===== src/rtl/dimc_pkg.sv =====
// dimc_pkg: shared DIMC feature-path types and constants
package dimc_pkg;
  localparam int DIMC_FEAT_W = 64;
  typedef enum logic [1:0] {IDLE, ISSUE, DONE} feat_ld_state_e;
  typedef logic [DIMC_FEAT_W-1:0] feat_word_t;
endpackage


===== src/rtl/dimc_feat_loader_if.sv =====
// dimc_feat_loader_if: upstream and tile-side feature handshakes of the loader
interface dimc_feat_loader_if #(parameter int DATA_W = dimc_pkg::DIMC_FEAT_W);
  logic              s_feat_valid;
  logic              s_feat_ready;
  logic [DATA_W-1:0] s_feat_data;
  logic              m_feat_valid;
  logic              m_feat_ready;
  logic              m_feat_last;
  logic [DATA_W-1:0] m_feat_data;
  modport master(output s_feat_valid, s_feat_data, m_feat_ready,
                 input s_feat_ready, m_feat_valid, m_feat_data, m_feat_last);
  modport slave(input s_feat_valid, s_feat_data, m_feat_ready,
                output s_feat_ready, m_feat_valid, m_feat_data, m_feat_last);
endinterface


===== src/rtl/dimc_feat_fifo.sv =====
// dimc_feat_fifo: sync FIFO, combinational head read, no fall-through
module dimc_feat_fifo #(
  parameter int DATA_W = 64,
  parameter int DEPTH  = 16,
  localparam int AW    = $clog2(DEPTH)
) (
  input  logic              clk,
  input  logic              rst,
  input  logic              clr,
  input  logic              push,
  input  logic              pop,
  input  logic [DATA_W-1:0] wdata,
  output logic [DATA_W-1:0] rdata,
  output logic              full,
  output logic              empty,
  output logic [AW:0]       level
);
  logic [DATA_W-1:0] mem [DEPTH];
  logic [AW-1:0]     wr_ptr, rd_ptr;
  // storage write; read side only sees it after the edge
  always_ff @(posedge clk)
    if (push) mem[wr_ptr] <= wdata;
  // pointers and occupancy, cleared by either reset
  always_ff @(posedge clk or posedge rst)
    if (rst) begin
      wr_ptr <= '0;
      rd_ptr <= '0;
      level  <= '0;
    end else if (clr) begin
      wr_ptr <= '0;
      rd_ptr <= '0;
      level  <= '0;
    end else begin
      if (push) wr_ptr <= wr_ptr + AW'(1);
      if (pop) rd_ptr <= rd_ptr + AW'(1);
      level <= (push && !pop) ? level + (AW+1)'(1) : (!push && pop) ? level - (AW+1)'(1) : level;
    end
  assign rdata = mem[rd_ptr];
  assign full  = level == (AW+1)'(DEPTH);
  assign empty = level == '0;
endmodule


===== src/rtl/dimc_feat_loader.sv =====
// dimc_feat_loader: buffers feature words and issues valid_feat_count per tile pass
// Optional DIMC_FEAT_LOADER_STATS_EN adds saturating stat_words/stat_bubbles counters.
module dimc_feat_loader
  import dimc_pkg::*;
#(
  parameter int DATA_W = DIMC_FEAT_W,
  parameter int DEPTH  = 16,
  parameter int CNT_W  = 8
) (
  input  logic                   dimc_tilewrap_clk,
  input  logic                   dimc_tilewrap_rst,
  input  logic                   soft_reset,
  input  logic                   disable_stall,
  input  logic                   feat_en,
  input  logic                   tile_en,
  input  logic [CNT_W-1:0]       valid_feat_count,
  dimc_feat_loader_if.slave      bus,
  output logic                   feat_buff_full,
  output logic                   feat_buff_empty,
  output logic [$clog2(DEPTH):0] feat_buff_level,
  output logic                   busy,
  output logic                   done_pulse,
  output logic                   err_underrun
`ifdef DIMC_FEAT_LOADER_STATS_EN
  ,
  output logic [31:0]            stat_words,
  output logic [15:0]            stat_bubbles
`endif
);
  feat_ld_state_e    state, state_nx;
  logic [CNT_W-1:0]  remaining;
  logic [DATA_W-1:0] fifo_head;
  logic              hs, push, pop, start;
  assign hs    = bus.m_feat_valid && bus.m_feat_ready && !soft_reset;
  assign push  = bus.s_feat_valid && !feat_buff_full && !soft_reset;
  assign pop   = hs && !feat_buff_empty;
  assign start = feat_en && tile_en && valid_feat_count != '0;
  dimc_feat_fifo #(.DATA_W(DATA_W), .DEPTH(DEPTH)) u_fifo (
    .clk   (dimc_tilewrap_clk),
    .rst   (dimc_tilewrap_rst),
    .clr   (soft_reset),
    .push  (push),
    .pop   (pop),
    .wdata (bus.s_feat_data),
    .rdata (fifo_head),
    .full  (feat_buff_full),
    .empty (feat_buff_empty),
    .level (feat_buff_level)
  );
  // pass state register
  always_ff @(posedge dimc_tilewrap_clk or posedge dimc_tilewrap_rst)
    if (dimc_tilewrap_rst) state <= IDLE;
    else state <= state_nx;
  // pass sequencing: start, abort on tile_en drop, finish on the last handshake
  always_comb
    state_nx = soft_reset ? IDLE :
               state == IDLE  ? (start ? ISSUE : IDLE) :
               state == ISSUE ? (!tile_en ? IDLE : (hs && remaining == CNT_W'(1)) ? DONE : ISSUE) :
               IDLE;
  // words left in the pass; count is sampled only when the pass starts
  always_ff @(posedge dimc_tilewrap_clk or posedge dimc_tilewrap_rst)
    if (dimc_tilewrap_rst) remaining <= '0;
    else if (soft_reset) remaining <= '0;
    else if (state == IDLE && start) remaining <= valid_feat_count;
    else if (state == ISSUE && hs) remaining <= remaining - CNT_W'(1);
  // tile-side outputs; an empty FIFO with disable_stall issues a zero bubble
  always_comb begin
    bus.m_feat_valid = state == ISSUE && feat_en && (!feat_buff_empty || disable_stall);
    bus.m_feat_last  = bus.m_feat_valid && remaining == CNT_W'(1);
    bus.m_feat_data  = feat_buff_empty ? '0 : fifo_head;
    bus.s_feat_ready = !feat_buff_full;
    busy             = state != IDLE;
    done_pulse       = state == DONE;
    err_underrun     = hs && feat_buff_empty;
  end
`ifdef DIMC_FEAT_LOADER_STATS_EN
  // saturating counts of popped words and issued bubbles
  always_ff @(posedge dimc_tilewrap_clk or posedge dimc_tilewrap_rst)
    if (dimc_tilewrap_rst) begin
      stat_words   <= '0;
      stat_bubbles <= '0;
    end else if (soft_reset) begin
      stat_words   <= '0;
      stat_bubbles <= '0;
    end else begin
      if (pop && !(&stat_words)) stat_words <= stat_words + 32'd1;
      if (err_underrun && !(&stat_bubbles)) stat_bubbles <= stat_bubbles + 16'd1;
    end
`endif
endmodule


===== src/flat_wrapper.sv =====
// flat-port wrapper written by rule: the top's interface ports become plain ports
module dimc_feat_loader_flat import dimc_pkg::*;
#(
  parameter int DATA_W = DIMC_FEAT_W,
  parameter int DEPTH  = 16,
  parameter int CNT_W  = 8
)
  (dimc_tilewrap_clk, dimc_tilewrap_rst, soft_reset, disable_stall, feat_en, tile_en, valid_feat_count, feat_buff_full, feat_buff_empty, feat_buff_level, busy, done_pulse, err_underrun, bus_s_feat_valid, bus_s_feat_data, bus_m_feat_ready, bus_s_feat_ready, bus_m_feat_valid, bus_m_feat_data, bus_m_feat_last);
  dimc_feat_loader_if #(.DATA_W(DATA_W)) bus_i ();
  input  logic dimc_tilewrap_clk;
  input  logic dimc_tilewrap_rst;
  input  logic soft_reset;
  input  logic disable_stall;
  input  logic feat_en;
  input  logic tile_en;
  input  logic [CNT_W-1:0] valid_feat_count;
  output logic feat_buff_full;
  output logic feat_buff_empty;
  output logic [$clog2(DEPTH):0] feat_buff_level;
  output logic busy;
  output logic done_pulse;
  output logic err_underrun;
  input wire logic [$bits(bus_i.s_feat_valid)-1:0] bus_s_feat_valid;
  input wire logic [$bits(bus_i.s_feat_data)-1:0] bus_s_feat_data;
  input wire logic [$bits(bus_i.m_feat_ready)-1:0] bus_m_feat_ready;
  output wire logic [$bits(bus_i.s_feat_ready)-1:0] bus_s_feat_ready;
  output wire logic [$bits(bus_i.m_feat_valid)-1:0] bus_m_feat_valid;
  output wire logic [$bits(bus_i.m_feat_data)-1:0] bus_m_feat_data;
  output wire logic [$bits(bus_i.m_feat_last)-1:0] bus_m_feat_last;
  assign bus_i.s_feat_valid = bus_s_feat_valid;
  assign bus_i.s_feat_data = bus_s_feat_data;
  assign bus_i.m_feat_ready = bus_m_feat_ready;
  assign bus_s_feat_ready = bus_i.s_feat_ready;
  assign bus_m_feat_valid = bus_i.m_feat_valid;
  assign bus_m_feat_data = bus_i.m_feat_data;
  assign bus_m_feat_last = bus_i.m_feat_last;
  dimc_feat_loader #(.DATA_W(DATA_W), .DEPTH(DEPTH), .CNT_W(CNT_W)) u_core (.dimc_tilewrap_clk(dimc_tilewrap_clk), .dimc_tilewrap_rst(dimc_tilewrap_rst), .soft_reset(soft_reset), .disable_stall(disable_stall), .feat_en(feat_en), .tile_en(tile_en), .valid_feat_count(valid_feat_count), .bus(bus_i), .feat_buff_full(feat_buff_full), .feat_buff_empty(feat_buff_empty), .feat_buff_level(feat_buff_level), .busy(busy), .done_pulse(done_pulse), .err_underrun(err_underrun));
endmodule

===== config.mk =====
export PLATFORM = sky130hd
export DESIGN_NAME = dimc_feat_loader_flat
export DESIGN_NICKNAME = d
export VERILOG_FILES = /design/src/rtl/dimc_pkg.sv /design/src/rtl/dimc_feat_loader_if.sv /design/src/rtl/dimc_feat_fifo.sv /design/src/rtl/dimc_feat_loader.sv /design/src/flat_wrapper.sv
export SDC_FILE = /design/constraint.sdc
export NUM_CORES = 1
export LEC_CHECK = 0
export CORE_MARGIN = 3
export CORE_UTILIZATION = 55
export DETAILED_ROUTE_END_ITERATION = 10
export PLACE_DENSITY = 0.76
export SLEW_MARGIN = 20
export SYNTH_ARGS = -nofsm -noshare
export SYNTH_HDL_FRONTEND = slang
export SYNTH_SLANG_ARGS = --single-unit

===== constraint.sdc =====
create_clock -name dimc_tilewrap_clk -period 14.4 [get_ports dimc_tilewrap_clk]
set_input_delay 2.16 -clock dimc_tilewrap_clk [delete_from_list [all_inputs] [get_ports dimc_tilewrap_clk]]
set_output_delay 2.16 -clock dimc_tilewrap_clk [all_outputs]
set_load 0.01 [all_outputs]

==> summary.txt <==
synthesis-stage register bit count = 1047
worst path bufs/invs = 3
H-tree levels = 3
Final min period = 7230 ps
postcts setup bufs = 0
min-delay src = u_core.state[1]
Ports = 157
sw power = 1350 uW
Die H = 276 um
HPWL after DPL = 42.3 mm
Resized cells post-CTS = 0
reg2reg start = u_core.u_fifo.level[1]
die width = 276 um
crit path cell chain = buf_4, buf_4, mux4_2, mux2i_1, o22ai_1, clkdlybuf4s50_1
mean post-synth cell area = 23.1 um2
Hold WS = 581 ps
leak pwr = 0.0139 uW
Power Total = 6410 uW
Clock power frac = 0.398
Mapped Cells = 1745
Reg2Reg Depth = 5
f_max = 0.138 GHz
Worst Hold Path Cells = 3
Layout Nets = 2041
Top FF cell, synth = edfxtp_1
Starting Density = 0.559
Yosys top cell area share = 0.764
Post-synth top cells = edfxtp_1, mux4_2, mux2i_1, o22ai_1, clkbuf_1
post-placement cell count = 2798
hold_buf cts = 0
Net Sw Frac = 0.211
clk_skew = 21.0 ps
worst reg2reg path endpoint = u_core.u_fifo.mem[13][44]
Setup TNS = 0 ps
Post-synth EDFFs = 1024
CP dominant cell by count = buf_4
synth warn = 0
I/O Buffers = 156
Max rail drop VDD = 0.0927 mV
initial antenna violation count = 11
asr flop ratio synth = 0.0220
sequential area share after synthesis = 0.779
post-route clock period utilization = 0.502
hold endpoint = u_core.state[1]
gpl congestion = 0.762
first-pass GRT wire length = 129 mm
unrepaired setup endpoints after global routing = false
DRC viols = 0
fin. max-slew vios = 0
Worst R2R Setup Slack = 10520 ps
Root Buffer = clkbuf_16
crit-path leading delay family = buffers and inverters
drt first-iter violations = 1953
top post-synthesis cells by area = edfxtp_1, mux4_2, mux2i_1
Sink Count = 1047
vias in the first global route = 19700
CP Capture Type = primary output
Slew @ Worst Pin = 1190 ps
most frequent cell after synthesis = edfxtp_1
Via-to-Cell Ratio = 6.30
clock slew seen by the registers of the worst setup and hold paths = 60 ps
antenna viol nets, final = 0
largest net degree at the start of global routing = 119
fin cells = 2986
Max FO, Critical Path = 74
endpoints failing hold = 0
max-cap check violation count = 0
unique cell type count in the Yosys netlist = 49
Power Dens Cells = 139 nW/um2
GRT Util Overall = 0.228
Critical Path RT = 12240 ps
critical path type = flip-flop to primary output
Cell Int Power = 5060 uW
post-synth top area cell = edfxtp_1
CTS tree = done
Routed WL = 86.0 mm
Mapped Area = 40200 um2
slowest stage delay, CP = 990 ps
die area = 76400 um2
Worst EP arrival = 5070 ps
share of layout cells above drive strength 1 = 0.233
buffers from clock root to sink, at most = 3
# setup viols final = 0
drt wl/cell = 28.8 um
CTS Buf Count = 98
clk_lat worst skew = 640 ps
Pre-Repair DR Iteration Count = 5
syn nets = 1837
status = finished, final reports clean
Gate power share = 0.071
critical path's slowest cell = dfrtp_4
GR Overflow Total = 0
Rows = 98
Core ar. = 72000 um2
Worst slew margin = 0.209
Worst Setup Start Kind = flip-flop
Layout area overhead = 15.0%
Hold Path Class = flip-flop to flip-flop
via count = 18800
sequential share of power = 0.531
worst max path at each step:
stage,start,end,slack [ps],depth (start not counted)
3_3_place_gp,soft_reset,err_underrun,7360,5
4_1_cts,u_core.u_fifo.rd_ptr[1],bus_m_feat_data[61],7180,6
5_1_grt,u_core.u_fifo.rd_ptr[1],bus_m_feat_data[54],7030,6
2_1_floorplan,bus_s_feat_valid,u_core.u_fifo.mem[3][0],4990,3
3_5_place_dp,soft_reset,err_underrun,7350,5
6_report,u_core.u_fifo.rd_ptr[1],bus_m_feat_data[52],7170,6
cells in the final DEF, fill, tap and decap left out, types with 4 or more instances in the layout:
| master | count |
|---|---|
| clkdlybuf4s50_1 | 155 |
| nor3_2 | 10 |
| clkinvlp_4 | 6 |
| clkinv_2 | 21 |
| nor2_1 | 21 |
| mux4_2 | 256 |
| buf_4 | 36 |
| nor2_4 | 7 |
| ha_1 | 11 |
| nand3_1 | 6 |
| clkbuf_1 | 12 |
| nand3b_1 | 4 |
| dfrtp_1 | 20 |
| o22ai_1 | 64 |
| xor2_1 | 8 |
| a211oi_1 | 8 |
| nand2_1 | 19 |
| bufinv_16 | 11 |
| inv_1 | 9 |
| clkinv_1 | 24 |
| xnor2_1 | 4 |
| mux2i_1 | 130 |
| edfxtp_1 | 1024 |
| diode_2 | 8 |
| clkbuf_16 | 101 |
| a21oi_1 | 7 |
| nor2b_1 | 4 |
sequential cells by signal, indices dropped and copies added (netlist names):
register	flops
u_core.remaining	8
u_core.state	2
u_core.u_fifo.level	5
u_core.u_fifo.mem	1024
u_core.u_fifo.rd_ptr	4
u_core.u_fifo.wr_ptr	4
metal layers:
layer / vias to the layer above / part of all wire / GRT usage
met3: 158 / 0.064 / 0.0406
met1: 10100 / 0.39 / 0.310
met4: 6 / 0.030 / 0.0752
met5: - / 0.00048 / 0
li1: 7830 / - / -
met2: 748 / 0.51 / 0.379
logic make-up (layout without fill, tap and decap cells):
logic type                 count (synthesis)  in the layout  synth area share
muxes                                    387            387             0.176
DFF                                     1047           1047             0.779
AOI/OAI and AO/OA                         90             90            0.0150
and+or+nand+nor                           95             95            0.0125
other                                      0              8                 0
adders and majority gates                 12             12           0.00392
buffers and inverters                    101            384            0.0109
xor gates and xnor gates                  13             13           0.00302
power by group through the flow:
| stage | Combinational, uW | Clock [uW] | Sequential (uW) |
|---|---|---|---|
| global placement | 453 | 0 | 3460 |
| finish | 457 | 2550 | 3400 |
| detailed placement | 463 | 0 | 3470 |
| global route | 486 | 2700 | 3400 |
| floorplan | 203 | 0 | 3470 |
| CTS | 465 | 2580 | 3400 |
through the flow:
step	area (um2)	utilization	worst slack [ps]
after floorplan	40200	-	4990
after CTS	46200	0.642	7180
after global placement	43000	0.597	7360
after global routing	46300	0.643	7030
after detailed placement	43000	0.598	7350
final	46300	0.643	7170
worst min-delay path, cell delays in order, from the launching register on:
cell	delay (ps)
dfrtp_1	380
nor2b_1	70
nand2_1	60
nor2_1	40
cell type report:
| type | instances | area [um2] |
|---|---|---|
| clock buffers | 113 | 2570 |
| flip-flops and latches | 1047 | 31300 |
| multi-input cells | 597 | 8580 |
| inverters | 9 | 33.8 |
| diodes | 8 | 20.0 |
| fillers | 4499 | 25700 |
| well taps | 950 | 1190 |
| repair buffers | 196 | 1930 |
| clock inverters | 66 | 606 |
Power figures use the tool's default switching activity.
